File: src/rtl/status_uart_reporter.sv
// Periodic / on-request status reporter: sends "S<hi><lo>\r\n" as 8N1 UART.
// Ports: int_clock, int_reset(async low), status, report_request -> txd, busy, frames_sent.
module status_uart_reporter #(
  parameter int baud_divide   = 723,
  parameter int report_period = 83000000
) (
  input  logic       int_clock,
  input  logic       int_reset,
  input  logic [7:0] status,
  input  logic       report_request,
  output logic       txd,
  output logic       busy,
  output logic [7:0] frames_sent
);

  typedef enum logic [1:0] {
    IDLE,
    START,
    DATA,
    STOP
  } state_t;

  localparam logic [15:0] BIT_LAST = 16'(baud_divide - 1);
  localparam logic [31:0] PER_LAST = 32'(report_period - 1);
  localparam bit          PER_EN   = (report_period != 0);

  state_t      state, state_n;
  logic        pending, pending_n;
  logic [31:0] period_cnt, period_cnt_n;
  logic [15:0] bit_timer, bit_timer_n;
  logic [2:0]  bit_idx, bit_idx_n;
  logic [2:0]  byte_idx, byte_idx_n;
  logic [7:0]  status_q, status_q_n;
  logic        txd_n, busy_n;
  logic [7:0]  frames_n;
  logic [7:0]  cur_byte;
  logic [2:0]  nxt_bit;
  logic        period_hit;
  logic        bit_done;

  function automatic logic [7:0] hex_char(input logic [3:0] n);
    if (n < 4'd10) return 8'h30 + 8'(n);
    return 8'h37 + 8'(n);
  endfunction

  always_comb begin
    cur_byte = 8'h0A;
    unique case (byte_idx)
      3'd0:    cur_byte = 8'h53;
      3'd1:    cur_byte = hex_char(status_q[7:4]);
      3'd2:    cur_byte = hex_char(status_q[3:0]);
      3'd3:    cur_byte = 8'h0D;
      default: cur_byte = 8'h0A;
    endcase
  end

  assign nxt_bit  = bit_idx + 3'd1;
  assign bit_done = (bit_timer == BIT_LAST);

  always_comb begin
    state_n      = state;
    pending_n    = pending;
    period_cnt_n = period_cnt;
    bit_timer_n  = bit_timer;
    bit_idx_n    = bit_idx;
    byte_idx_n   = byte_idx;
    status_q_n   = status_q;
    txd_n        = txd;
    busy_n       = busy;
    frames_n     = frames_sent;
    period_hit   = 1'b0;

    // period counter free-runs regardless of frame state
    if (PER_EN) begin
      if (period_cnt == PER_LAST) begin
        period_cnt_n = '0;
        period_hit   = 1'b1;
      end else begin
        period_cnt_n = period_cnt + 32'd1;
      end
    end

    pending_n = pending | report_request | period_hit;

    unique case (state)
      IDLE: begin
        if (pending) begin
          status_q_n  = status;
          pending_n   = 1'b0;
          byte_idx_n  = '0;
          bit_timer_n = '0;
          state_n     = START;
          txd_n       = 1'b0;
          busy_n      = 1'b1;
        end
      end
      START: begin
        if (bit_done) begin
          bit_timer_n = '0;
          bit_idx_n   = '0;
          state_n     = DATA;
          txd_n       = cur_byte[0];
        end else begin
          bit_timer_n = bit_timer + 16'd1;
        end
      end
      DATA: begin
        if (bit_done) begin
          bit_timer_n = '0;
          if (bit_idx == 3'd7) begin
            state_n = STOP;
            txd_n   = 1'b1;
          end else begin
            bit_idx_n = nxt_bit;
            txd_n     = cur_byte[nxt_bit];
          end
        end else begin
          bit_timer_n = bit_timer + 16'd1;
        end
      end
      STOP: begin
        if (bit_done) begin
          bit_timer_n = '0;
          if (byte_idx != 3'd4) begin
            byte_idx_n = byte_idx + 3'd1;
            state_n    = START;
            txd_n      = 1'b0;
          end else begin
            frames_n = frames_sent + 8'd1;
            // a trigger already pending chains the next frame with no gap
            if (pending) begin
              status_q_n = status;
              pending_n  = 1'b0;
              byte_idx_n = '0;
              state_n    = START;
              txd_n      = 1'b0;
            end else begin
              state_n = IDLE;
              txd_n   = 1'b1;
              busy_n  = 1'b0;
            end
          end
        end else begin
          bit_timer_n = bit_timer + 16'd1;
        end
      end
      default: begin
        state_n = IDLE;
        txd_n   = 1'b1;
        busy_n  = 1'b0;
      end
    endcase
  end

  always_ff @(posedge int_clock or negedge int_reset) begin
    if (!int_reset) begin
      state       <= IDLE;
      pending     <= 1'b0;
      period_cnt  <= '0;
      bit_timer   <= '0;
      bit_idx     <= '0;
      byte_idx    <= '0;
      status_q    <= '0;
      txd         <= 1'b1;
      busy        <= 1'b0;
      frames_sent <= '0;
    end else begin
      state       <= state_n;
      pending     <= pending_n;
      period_cnt  <= period_cnt_n;
      bit_timer   <= bit_timer_n;
      bit_idx     <= bit_idx_n;
      byte_idx    <= byte_idx_n;
      status_q    <= status_q_n;
      txd         <= txd_n;
      busy        <= busy_n;
      frames_sent <= frames_n;
    end
  end

endmodule

File: config.mk
export PLATFORM = sky130hd
export DESIGN_NAME = status_uart_reporter
export DESIGN_NICKNAME = d
export VERILOG_FILES = /design/src/rtl/status_uart_reporter.sv
export SDC_FILE = /design/constraint.sdc
export NUM_CORES = 1
export LEC_CHECK = 0
export BUFFER_PORTS_ARGS = -buffer_cell sky130_fd_sc_hd__buf_2
export CAP_MARGIN = 20
export CORE_MARGIN = 3
export CORE_UTILIZATION = 59
export CTS_CLUSTER_SIZE = 14
export DETAILED_ROUTE_END_ITERATION = 8
export GPL_TIMING_DRIVEN = 1
export MAX_ROUTING_LAYER = met4
export PLACE_DENSITY = 0.77
export SKIP_LAST_GASP = 1
export SLEW_MARGIN = 10
export SYNTH_ARGS = -nofsm -noshare
export SYNTH_HDL_FRONTEND = slang
export SYNTH_SLANG_ARGS = --single-unit
File: constraint.sdc
create_clock -name int_clock -period 2.68 [get_ports int_clock]
set_input_delay 0.536 -clock int_clock [delete_from_list [all_inputs] [get_ports int_clock]]
set_output_delay 0.536 -clock int_clock [all_outputs]
set_load 0.05 [all_outputs]
Word level (Yosys, flattened, before mapping). Cells that the tools add are included.

Add/subtract/negate cells: 9. $lt $le $gt $ge: 3. Equality and inequality tests: 18. Mux-type cells: 53. Bitwise gates (word level): 3. Reduce and logical (&&, ||, !) cells: 12.

Operator list (number): $mux 8 (7); $add 32x1->32 const B (1); $eq 32x27->1 const B (1); $mux 16 (2); $mux 32 (1); $pmux 16 s2 (1); $pmux 8 s4 (1); $add 6x4->7 const A (4); $mux 1 (22); $mux 3 (6); $add 16x1->16 const B (1); $eq 16x10->1 const B (1); $ne 2x2->1 const B (8); $pmux 8 s2 (1); $pmux 3 s2 (2); $mux 2 (5); $reduce_and 5->1 (2); $add 8x1->8 const B (1); $lt 4x4->1 const B (2); $pmux 2 s4 (1); $reduce_and 4->1 (2); $add 3x1->3 const B (2); $eq 3x2->1 const B (2); $reduce_and 3->1 (2); other kinds (16) (20).

Flip-flop bits (word level): 75. Output and inout bits: 10.

Depth between registers and ports, before layout.
Word-level depth: 10. Depth in mapped cells: 9. Mapped depth without buffers: 8.

Worst setup path after synthesis. OpenSTA, ideal clock, no wires.

Kind: reg-to-reg. Start point: reg state[0]. End point: reg state[1]. Library setup time: 125 ps. Arrival: 1752 ps. Data required time: 2555 ps. Path slack: 803 ps. Stages on the path, launching flop included: 8. Buffers on the path: 1. Clock period less this slack: 1877 ps. Cell sequence: dfrtp_1 > ha_1 > clkbuf_1 > or2_2 > a21oi_1 > a21oi_1 > nor2_1 > mux2_2.

Longest elaborated chain between the ends: 3.

RTL lines: start, declared (RTL line 27) `state_t state, state_n;`; start signal, assigned (RTL line 168) `state <= state_n;`; $eq 2x2->1, or another cell as far along (RTL line 85) `unique case (state)`; $ne 2x2->1 (no line); $reduce_and 5->1 (no line).

Parallel ways exist; a longest one is shown, timed or not. A chain may end at the register's enable or synchronous reset.

Final worst setup path.
Start point: reg bit_timer[0]. End point: reg bit_timer[10].

Longest elaborated chain between the ends: 3.

RTL lines: start, declared (RTL line 30) `logic [15:0] bit_timer, bit_timer_n;`; start signal, assigned (RTL line 171) `bit_timer <= bit_timer_n;`; $add 16x1->16 / $eq 16x10->1 (equally long branches); $mux 16 * (RTL line 98, 108, 122); $pmux 16 s2 * (RTL line 85).

Mark *: on every way between the ends. The rest lies on a longest branch, timed or not.

==> key figures <==
Yosys
  – Post-synth EDFFs: 0
  – Largest area contributor in the netlist: dfrtp_1
  – Syn. warnings: 0
  – Top post-synthesis cells by area: dfrtp_1, xnor2_1, ha_1
  – Most frequent cell after synthesis: dfrtp_1
  – Synth top area share: 0.445
  – Ys flop type: dfrtp_1
  – Syn Nets: 461
  – Synth Cell Area: 4160 sq um
  – Syn_area_per_cell: 9.62 sq um
  – Sequential fraction of the synthesis area: 0.451
  – Asr flop ratio synth: 1.00
  – Post-synthesis register bit count: 75
  – Unique cell type count in the Yosys netlist: 58
  – Cells after Synth: 433
  – Post-synth top cells: dfrtp_1, nor2_1, nand2_1

STA
  – Min cycle time layout: 2.20 ns
  – Final period utilization: 0.820
  – Final Skew: 0.0104 ns
  – Worst slew margin: 0.388
  – Final Max Tran Viols: 0
  – Final setup vio count: 0
  – Setup TNS: 0 ns
  – Fin. Hold Viols: 0
  – Slew @ Worst Pin: 0.918 ns
  – Slack of the critical path: 0.483 ns
  – Fmax: 455 MHz
  – RSZ-0062 raised after global routing: false

Detailed routing
  – Via/cell ratio: 5.73
  – WL per Instance: 14.3 microns
  – Post-route ant nets: 0
  – Total number of vias: 3177
  – Initial DRC count: 171
  – Residual DRC: 0
  – Initial DRT Pass Iterations: 4
  – WL final: 7.90 mm

Power
  – P_int: 2.14 mW
  – Psw: 1.09 mW
  – Pwr Total: 3.23 mW
  – Reg power frac: 0.447
  – Clock power share: 0.309
  – Switch share: 0.337
  – PwrDens: 706 nW/um^2
  – Leakage: 2.01 nW
  – Worst ir drop on vdd: 423 uV
  – Combinational Power Share: 0.244

Die
  – Core Area: 6600 sq um
  – Row cnt: 29
  – Die Area: 8100 sq um
  – Starting Density: 0.631
  – Die Width: 90.0 microns
  – Die Y: 90.0 microns
  – Ports: 21

Place
  – Routability cong.: 0.913
  – HPWL Detailed: 5.62 mm
  – Dpl cell area: 4340 sq um
  – Worst slack at placement: 0.395 ns
  – I/O Buffers: 20
  – Placed Cells: 537

Global route
  – First-pass GRT wire length: 13.9 mm
  – Largest net degree at the start of global routing: 76
  – Routing usage on met1: 0.271
  – Number of global-route vias before repair: 3074
  – Total gr overflow: 0
  – Gr busiest metal: met2
  – Antenna violations before repair: 0
  – GR Util met2: 0.337
  – Met3 Usage GRT: 0.0376
  – GRT Total Usage: 0.213

Clocking
  – TritonCTS Buffers: 9
  – Clock sink count: 75
  – CTS resizes: 0
  – CTS Hold Bufs: 0
  – CTS root buf: clkbuf_8
  – Number of H-tree levels: 3
  – Clock-pin slew on the worst setup and hold paths: 0.09 ns
  – Max clock buf depth: 2
  – Post-CTS setup buffer count: 0
  – TritonCTS clock tree: done
  – Worst skew pair latency: 0.35 ns

Hold path
  – Hold crit path type: in -> async

Cells and area
  – Area Overhead vs Synth: 9.95%
  – Reg area: 1880 sq um
  – Post-route cell area: 4580 sq um
  – Final Net Count: 484
  – Post-Layout Cell Count: 554
  – Area of the multi-input gates: 2180 sq um
  – Layout cells sized above 1: 0.126
  – Layout fillers: 514
  – Antenna Cells: 0

Worst setup path
  – Required time of the critical path: 2.90 ns
  – Top fanout value on the critical path: 16
  – R2R Path Start: bit_timer[0]
  – Crit Path Class: reg -> reg
  – CP endpoint kind: flip-flop
  – Data arrival, critical path: 2.42 ns
  – Startpoint types: flip-flop
  – Worst setup startpoint: bit_timer[0]

Run
  – Max cap viols: 0

Run status
  – Outcome: complete, no violations
[per-layer routing]
layer | vias to the layer above | part of all wire
met1 | 1524 | 0.46
met4 | 0 | 0.015
met3 | 9 | 0.032
met5 | - | 0
met2 | 59 | 0.49
li1 | 1585 | -
[layout by cell type, fill, tap and decap left out, types with 4 or more instances in the layout]
master,count
nor3_1,4
mux2_1,8
and3_1,5
nor2_1,47
a21oi_1,9
or4_1,5
dfrtp_1,74
nor4_1,5
clkbuf_8,9
ha_1,17
nand3_1,28
o31ai_1,5
o21ai_0,32
nand2_1,41
a31oi_1,4
nand4_1,12
xnor2_1,25
inv_1,14
xor2_1,17
nor2b_1,8
buf_2,19
a22o_1,6
[sequential cells by signal, summed over array words and instances (netlist names), 2 cells and up]
| register | flops |
|---|---|
| period_cnt | 32 |
| frames_sent | 8 |
| status_q | 8 |
| byte_idx | 3 |
| bit_timer | 16 |
| state | 2 |
| bit_idx | 3 |
[cell type report]
| type | count | area share |
|---|---|---|
| Clock buffer | 9 | 0.0271 |
| Timing Repair Buffer | 22 | 0.0257 |
| Multi-Input combinational cell | 333 | 0.476 |
| Tap cell | 93 | 0.0254 |
| Inverter | 15 | 0.0123 |
| Clock inverter | 7 | 0.0232 |
| Sequential cell | 75 | 0.410 |
[logic make-up after synthesis]
kind of cell / Yosys count / synth area share
AND/OR/NAND/NOR: 188 / 0.240
buffers and inverters: 25 / 0.0255
adder cells (fa/ha/maj): 17 / 0.0511
AO/OA/AOI/OAI: 74 / 0.111
XOR/XNOR: 42 / 0.0883
multiplexers: 12 / 0.0322
flip-flops: 75 / 0.451
[power by group through the flow]
stage / registers, mW / clock network, mW / logic, mW
global route: 1.47 / 1.07 / 0.903
floorplan: 1.40 / 0 / 0.630
global placement: 1.46 / 0 / 0.749
CTS: 1.44 / 1.02 / 0.780
finish: 1.45 / 0.998 / 0.787
detailed placement: 1.46 / 0 / 0.777
[worst paths after layout]
kind | to | slack, ns | cells after the start
setup / recovery | bit_timer[10] | 0.48 | 8
hold / removal | status_q[0] | 0.30 | 1
setup reg to reg | bit_timer[10] | 0.48 | 8
hold reg to reg | frames_sent[7] | 0.47 | 1
max in group asynchronous | state[0] | 1.76 | 1
min in group int_clock | status_q[2] | 0.40 | 2
[through the flow]
step | hold slack (ns) | util
after floorplan | 0.240 | -
after global placement | 0.449 | 0.657
after detailed placement | 0.452 | 0.657
after CTS | 0.343 | 0.692
after global routing | 0.383 | 0.693
final | 0.301 | 0.693
[critical path, stage by stage (launching register included)]
cell and delay [ns]:
dfrtp_1 0.43, inv_1 0.08, ha_1 0.13, nor4b_2 0.26, nand4_2 0.29, nand2b_1 0.50, nor2_1 0.11, o21ai_0 0.16
o21ai_0 0.10
Power figures use the tool's default switching activity.
